==> config.mk <==
export PLATFORM = sky130hd
export DESIGN_NAME = dmem_access_ctrl
export DESIGN_NICKNAME = d
export VERILOG_FILES = /design/src/rtl/dmem_access_ctrl.sv
export SDC_FILE = /design/constraint.sdc
export NUM_CORES = 1
export LEC_CHECK = 0
export CAP_MARGIN = 30
export CORE_ASPECT_RATIO = 1.5
export CORE_MARGIN = 3
export CORE_UTILIZATION = 49
export CTS_BUF_LIST = sky130_fd_sc_hd__clkbuf_8
export CTS_CLUSTER_DIAMETER = 50
export DETAILED_ROUTE_END_ITERATION = 10
export GPL_TIMING_DRIVEN = 0
export PLACE_DENSITY_LB_ADDON = 0.12
export SETUP_SLACK_MARGIN = 0.5
export SKIP_CTS_REPAIR_TIMING = 1
export SYNTH_ARGS = -nofsm -noshare
export SYNTH_HDL_FRONTEND = slang
export SYNTH_SLANG_ARGS = --single-unit
==> constraint.sdc <==
create_clock -name clk -period 14.1 [get_ports clk]
set_input_delay 2.115 -clock clk [delete_from_list [all_inputs] [get_ports clk]]
set_output_delay 2.115 -clock clk [all_outputs]
set_load 0.01 [all_outputs]
==> src/rtl/dmem_access_ctrl.sv <==
// Load/store access controller between the MEM stage and a word-organised,
// big-endian byte-lane data RAM: alignment check, lane select, load extension, stall.
module dmem_access_ctrl #(
   parameter int ADDR_W = 32
) (
   input  logic              clk,
   input  logic              rst,
   input  logic              req_i,
   input  logic [2:0]        op_i,
   input  logic [ADDR_W-1:0] addr_i,
   input  logic [31:0]       wdata_i,
   input  logic              flush_i,
   output logic              stall_req_o,
   output logic              done_o,
   output logic [31:0]       rdata_o,
   output logic              adel_o,
   output logic              ades_o,
   output logic [ADDR_W-1:0] badaddr_o,
   output logic              mem_ce_o,
   output logic              mem_we_o,
   output logic [ADDR_W-1:0] mem_addr_o,
   output logic [3:0]        mem_sel_o,
   output logic [31:0]       mem_data_o,
   input  logic [31:0]       mem_data_i
);

   localparam logic [2:0] OP_LB  = 3'b000;
   localparam logic [2:0] OP_LBU = 3'b001;
   localparam logic [2:0] OP_LH  = 3'b010;
   localparam logic [2:0] OP_LHU = 3'b011;
   localparam logic [2:0] OP_LW  = 3'b100;
   localparam logic [2:0] OP_SB  = 3'b101;
   localparam logic [2:0] OP_SH  = 3'b110;
   localparam logic [2:0] OP_SW  = 3'b111;

   typedef enum logic [1:0] {
      IDLE   = 2'd0,
      ACCESS = 2'd1,
      RESP   = 2'd2,
      EXC    = 2'd3
   } state_t;

   state_t              state_q, state_d;
   logic [2:0]          op_q, op_d;
   logic [1:0]          boff_q, boff_d;
   logic                exc_st_q, exc_st_d;
   logic                mem_ce_q, mem_ce_d;
   logic                mem_we_q, mem_we_d;
   logic [ADDR_W-1:0]   mem_addr_q, mem_addr_d;
   logic [3:0]          mem_sel_q, mem_sel_d;
   logic [31:0]         mem_data_q, mem_data_d;
   logic [31:0]         rdata_q, rdata_d;
   logic [ADDR_W-1:0]   badaddr_q, badaddr_d;

   logic                req_store;
   logic                sz_byte, sz_half, sz_word;
   logic                misaligned;
   logic [3:0]          sel_in;
   logic [31:0]         wdata_rep;
   logic [7:0]          lane_b;
   logic [15:0]         lane_h;
   logic [31:0]         load_ext;

   // Request decode: size class, alignment, big-endian lanes, replicated store data.
   always_comb begin
      req_store = (op_i == OP_SB) || (op_i == OP_SH) || (op_i == OP_SW);
      sz_byte   = (op_i == OP_LB) || (op_i == OP_LBU) || (op_i == OP_SB);
      sz_half   = (op_i == OP_LH) || (op_i == OP_LHU) || (op_i == OP_SH);
      sz_word   = (op_i == OP_LW) || (op_i == OP_SW);
      misaligned = (sz_half && addr_i[0]) || (sz_word && (addr_i[1:0] != 2'b00));
      sel_in    = 4'b1111;
      wdata_rep = wdata_i;
      if (sz_byte) begin
         sel_in    = 4'b1000 >> addr_i[1:0];
         wdata_rep = {4{wdata_i[7:0]}};
      end else if (sz_half) begin
         sel_in    = addr_i[1] ? 4'b0011 : 4'b1100;
         wdata_rep = {2{wdata_i[15:0]}};
      end
   end

   // Load extraction from the lane(s) chosen by the latched address.
   always_comb begin
      lane_b   = mem_data_i[31:24];
      lane_h   = boff_q[1] ? mem_data_i[15:0] : mem_data_i[31:16];
      load_ext = mem_data_i;
      case (boff_q)
         2'b00:   lane_b = mem_data_i[31:24];
         2'b01:   lane_b = mem_data_i[23:16];
         2'b10:   lane_b = mem_data_i[15:8];
         default: lane_b = mem_data_i[7:0];
      endcase
      case (op_q)
         OP_LB:   load_ext = {{24{lane_b[7]}}, lane_b};
         OP_LBU:  load_ext = {24'h000000, lane_b};
         OP_LH:   load_ext = {{16{lane_h[15]}}, lane_h};
         OP_LHU:  load_ext = {16'h0000, lane_h};
         default: load_ext = mem_data_i;
      endcase
   end

   always_comb begin
      state_d    = state_q;
      op_d       = op_q;
      boff_d     = boff_q;
      exc_st_d   = exc_st_q;
      mem_ce_d   = 1'b0;
      mem_we_d   = 1'b0;
      mem_addr_d = '0;
      mem_sel_d  = 4'b0000;
      mem_data_d = 32'h0;
      rdata_d    = rdata_q;
      badaddr_d  = badaddr_q;
      case (state_q)
         IDLE: begin
            if (req_i) begin
               if (misaligned) begin
                  badaddr_d = addr_i;
                  exc_st_d  = req_store;
                  state_d   = EXC;
               end else begin
                  op_d       = op_i;
                  boff_d     = addr_i[1:0];
                  mem_ce_d   = 1'b1;
                  mem_we_d   = req_store;
                  mem_addr_d = addr_i;
                  mem_sel_d  = sel_in;
                  mem_data_d = wdata_rep;
                  state_d    = ACCESS;
               end
            end
         end
         ACCESS: begin
            if (!mem_we_q) rdata_d = load_ext;
            state_d = RESP;
         end
         RESP:    state_d = IDLE;
         default: state_d = IDLE;
      endcase
      // Flush wins over everything: drop the access and any capture it would make.
      if (flush_i) begin
         state_d    = IDLE;
         mem_ce_d   = 1'b0;
         mem_we_d   = 1'b0;
         mem_addr_d = '0;
         mem_sel_d  = 4'b0000;
         mem_data_d = 32'h0;
         rdata_d    = rdata_q;
         badaddr_d  = badaddr_q;
         exc_st_d   = exc_st_q;
      end
   end

   always_ff @(posedge clk or posedge rst) begin
      if (rst) begin
         state_q    <= IDLE;
         op_q       <= 3'b000;
         boff_q     <= 2'b00;
         exc_st_q   <= 1'b0;
         mem_ce_q   <= 1'b0;
         mem_we_q   <= 1'b0;
         mem_addr_q <= '0;
         mem_sel_q  <= 4'b0000;
         mem_data_q <= 32'h0;
         rdata_q    <= 32'h0;
         badaddr_q  <= '0;
      end else begin
         state_q    <= state_d;
         op_q       <= op_d;
         boff_q     <= boff_d;
         exc_st_q   <= exc_st_d;
         mem_ce_q   <= mem_ce_d;
         mem_we_q   <= mem_we_d;
         mem_addr_q <= mem_addr_d;
         mem_sel_q  <= mem_sel_d;
         mem_data_q <= mem_data_d;
         rdata_q    <= rdata_d;
         badaddr_q  <= badaddr_d;
      end
   end

   // Flush gates the RAM strobes combinationally so a flushed store never commits.
   assign mem_ce_o    = mem_ce_q & ~flush_i;
   assign mem_we_o    = mem_we_q & ~flush_i;
   assign mem_addr_o  = mem_addr_q;
   assign mem_sel_o   = mem_sel_q;
   assign mem_data_o  = mem_data_q;
   assign rdata_o     = rdata_q;
   assign badaddr_o   = badaddr_q;
   assign done_o      = (state_q == RESP) & ~flush_i;
   assign adel_o      = (state_q == EXC) & ~exc_st_q & ~flush_i;
   assign ades_o      = (state_q == EXC) & exc_st_q & ~flush_i;
   assign stall_req_o = req_i & ~rst & ((state_q == IDLE) | (state_q == ACCESS));

endmodule

# ---- Word-level counts from Yosys, hierarchy flattened
# Index checks and enable logic that the tools add are counted.
dict set report classes {
  n_reduce_logical 18
  n_eq_ne 16
  n_shift 1
  bitwise_logic 15
  muxes 32
}
# op count
set ops {}
lappend ops {{$mux W32} 10}
lappend ops {{$pmux W32 S4} 1}
lappend ops {{$mux W4} 7}
lappend ops {{$pmux W8 S3} 1}
lappend ops {{$mux W16} 1}
lappend ops {{$eq A3 B2 Y1 const B} 4}
lappend ops {{$eq A3 B3 Y1 const B} 4}
lappend ops {{$and A1 B1 Y1} 9}
lappend ops {{$logic_or A1 B1 Y1} 8}
lappend ops {{$mux W1} 8}
lappend ops {{$eq A2 B2 Y1 const B} 3}
lappend ops {{$eq A3 B1 Y1 const B} 2}
lappend ops {{$logic_not A3 Y1} 2}
lappend ops {{$mux W2} 3}
lappend ops {{$reduce_and A3 Y1} 2}
lappend ops {{$not A1 Y1} 5}
lappend ops {{$eq A2 B1 Y1 const B} 2}
lappend ops {{$logic_not A2 Y1} 2}
lappend ops {{$pmux W2 S2} 1}
lappend ops {{$reduce_and A4 Y1} 1}
lappend ops {{$shr A4 B2 Y4 const A} 1}
lappend ops {{$ne A3 B3 Y1 const B} 1}
lappend ops {{$logic_and A1 B1 Y1} 2}
lappend ops {{$reduce_bool A2 Y1} 1}
lappend ops {{$or A1 B1 Y1} 1}
dict set report word_totals {
  inputBits 103
  output_inout_bits 138
  reg_bits 142
}

# ---- Longest topological paths before layout
dict set report logic_depth {
  ltp_word 9
  ltp_mapped 7
  mapped_depth_nobuf 6
}

# ---- Worst setup path after synthesis
# No wires, ideal clock.
dict set report synth_timing {
  kind {in2out}
  startpoint {input port flush_i}
  endpoint {output port done_o}
  t_arrival_ns 2.436
  setup_slack_ns 9.549
  stages 1
  cell_sequence {nor3b_1}
}
dict set report synth_via {
  elab_chain_cells 2
}
# element line
set synth_lines {}
lappend synth_lines {{from (decl)} 12} ;# input logic flush_i,
lappend synth_lines {{$not A1 Y1 (no source line)} -}
lappend synth_lines {{$and A1 B1 Y1} 190} ;# assign done_o = (state_q == RESP) & ~flush_i;
lappend synth_lines {{to (decl)} 14} ;# output logic done_o,
# Every way passes these cells.

# ---- Worst setup path after layout
dict set report layout_timing {
  startpoint {input port flush_i}
  endpoint {output port adel_o}
}
dict set report layout_via {
  elab_chain_cells 2
}
# element line
set layout_lines {}
lappend layout_lines {{$not A1 Y1 (no source line)} -}
lappend layout_lines {{$and A1 B1 Y1} 191} ;# assign adel_o = (state_q == EXC) & ~exc_st_q & ~flush_i;
lappend layout_lines {{to (decl)} 16} ;# output logic adel_o,
# Every way passes these cells.

==> metrics.yaml <==
ys_top_cells_by_area: "dfrtp_1 (57%), mux2_2 (8.9%), o21ai_0 (4.2%)"
postSynthNetCount: 659
grt_antenna_before_repair: 0
synth_seq_cells: 142
rsz0062_at_grt: "false"
intPower_mw: 0.847
post-route-period-util_pct: 40.1
seqPwrFrac_pct: 42.7
vias: 5426
insertion_delay_ns: 0.43
layout-drive-gt1-share_pct: 12.6
crit_arrival_ns: 3.54
setup_viol: 0
synthesis.instances: 556
gr-usage-all-layers_pct: 26.7
syn_area_um2: 6210
period_needed_ns: 5.66
required_ns: 11.98
ioPinCount: 241
synth.yosys.warnings: 0
status: "finished, final reports clean"
ant_nets: 0
slew_headroom_pct: 50.4
antenna_cells: 0
ys_async_sr_fraction_pct: 100
initial_utilization_pct: 50.9
ys.flop_type: "dfrtp_1"
p_per_area_nw_per_um2: 133
worstPathMaxFanout: 8
critPathCaptureType: "primary output"
gp_congestion: 0.895
viasPerCell: 5.53
die_x_um: 98.0
use_met2_pct: 48.5
synth.avg_cell_area_um2: 11.2
fp.dieH_um: 144
switching_share_pct: 31.0
cts_tree: "built"
cp-start-kind: "input pin"
wire_per_inst_um: 19.0
cts_sinks: 142
synth.most_common_cell: "dfrtp_1"
top_usage_layer: "met2"
tightest_slew_ns: 0.733
cts-root-buf: "clkbuf_8"
critPathKind: "input pin to primary output"
setup-tns-final_ns: 0
synth_top_area_share_pct: 57.2
p_total_mw: 1.23
core_area_um2: 12200
drt-initial-drc-count: 291
ff2ff_setup_slack_ns: 11.89
dieArea_um2: 14100
cts_buffers: 17
path_clk_slew_ns: 0.08
synth_common_cells: "dfrtp_1 (142), o21ai_0 (52), mux2_2 (49)"
finish.net_count: 918
grt_pass1_wl_mm: 29.4
max_freq_mhz: 177
firstDrtPassIters: 5
grt_util_met1_pct: 29.4
grt_pass1_vias: 5591
fillers: 874
area_growth_pct: 48.3
cap_violations: 0
totalWireLength_mm: 18.6
leakage_nw: 3.95
place_hpwl_mm: 14.0
io_buffers: 239
clkPwrFrac_pct: 25.6
clockBufferDepth: 2
synth.distinct_cells: 46
grt_max_degree: 73
synth_edf_count: 0
slew_viol_final: 0
p_sw_mw: 0.381
met3_usage_pct: 7.97
yosys.area.top_type: "dfrtp_1"
synth-seq-area-share_pct: 57.2
irDropWorstVdd_mv: 0.0971
clock_skew_ns: 0.0164
cts_max_level: 4
p_comb_share_pct: 31.8
drc: 0
rows: 49
hold_class: "flip-flop to flip-flop"
grt-ovfl-total: 0
finalHoldViolCount: 0
[final cells by class]
class	instances	area, um2	share of cell area, %
Buffer	36	188	2.04
Clock buffer	17	234	2.54
Clock inverter	15	151	1.64
Inverter	14	57.6	0.624
Multi-Input combinational cell	364	2420	26.3
Sequential cell	142	3550	38.6
Tap cell	153	191	2.08
Timing Repair Buffer	240	2420	26.3
[cell usage in the layout (no fill, tap or decap), types with 2 or more instances in the layout]
| master | count |
|---|---|
| clkdlybuf4s50_1 | 239 |
| dfrtp_1 | 142 |
| o21ai_0 | 52 |
| mux2_2 | 49 |
| nor2_1 | 41 |
| nand2_1 | 35 |
| and2_1 | 32 |
| a21oi_1 | 31 |
| nand3b_1 | 25 |
| clkbuf_1 | 22 |
| clkbuf_8 | 17 |
| inv_1 | 13 |
| nand2b_1 | 11 |
| mux2i_1 | 10 |
| o22ai_1 | 9 |
| a22oi_1 | 8 |
| or3_1 | 8 |
| o2111ai_1 | 8 |
| nand3_1 | 8 |
| buf_2 | 6 |
| buf_6 | 6 |
| inv_6 | 6 |
| nor3b_1 | 4 |
| nor3_1 | 4 |
| clkinv_4 | 4 |
| nor2b_1 | 3 |
| o21a_1 | 2 |
| buf_1 | 2 |
| xor2_1 | 2 |
| and2b_1 | 2 |
| clkinvlp_4 | 2 |
| inv_8 | 2 |
[worst paths after layout]
path                               start  depth (start not counted)        endpoint
max                              flush_i                          3          adel_o
min reg2reg                badaddr_o[21]                          1   badaddr_o[21]
max in group asynchronous            rst                          3  mem_data_o[22]
min                        badaddr_o[21]                          1   badaddr_o[21]
max reg2reg                   state_q[1]                          5      rdata_o[6]
min in group asynchronous            rst                          2  mem_addr_o[24]
[metal layers]
| metal | vias up | share of wire [%] |
|---|---|---|
| met5 | - | 0 |
| met2 | 277 | 54 |
| met4 | 0 | 2.2 |
| li1 | 2467 | - |
| met3 | 35 | 8.4 |
| met1 | 2647 | 35 |
[stage by stage]
stage	hold WS, ns	setup WS, ns	instances	area (um2)	util [%]
final	0.511	8.44	981	9220	75.5
after global routing	0.529	8.36	981	9220	75.5
after CTS	0.515	8.43	981	9220	75.5
after detailed placement	0.495	8.43	949	8830	72.4
after floorplan	0.500	8.18	556	6210	-
after global placement	0.488	6.47	948	8800	72.1
[registers in the layout, summed over array words and instances (netlist names)]
| signal | flops |
|---|---|
| mem_we_q | 1 |
| mem_addr_o | 32 |
| mem_data_o | 32 |
| exc_st_q | 1 |
| badaddr_o | 32 |
| mem_sel_o | 4 |
| rdata_o | 32 |
| state_q | 2 |
| mem_ce_q | 1 |
| op_q | 3 |
| boff_q | 2 |
[critical path, cell delays in order]
cell and delay (ns):
clkdlybuf4s50_1 0.52, and4bb_2 0.34, clkdlybuf4s50_1 0.57
[power by group through the flow]
stage          Sequential (mW)  Clock, mW  Combinational, mW
3_3_place_gp             0.528          0              0.381
4_1_cts                  0.525      0.322              0.393
6_report                 0.524      0.314              0.390
3_5_place_dp             0.533          0              0.391
2_1_floorplan            0.562          0              0.135
5_1_grt                  0.534      0.340              0.419
[cells by family after synthesis]
| logic type | Yosys count | share of synthesized area [%] |
|---|---|---|
| muxes | 60 | 10.9 |
| AOI/OAI and AO/OA | 118 | 11.3 |
| and+or+nand+nor | 183 | 16.4 |
| xor gates and xnor gates | 3 | 0.423 |
| buffers and inverters | 50 | 3.87 |
| DFF | 142 | 57.2 |
(Power assumes the default switching activity.)
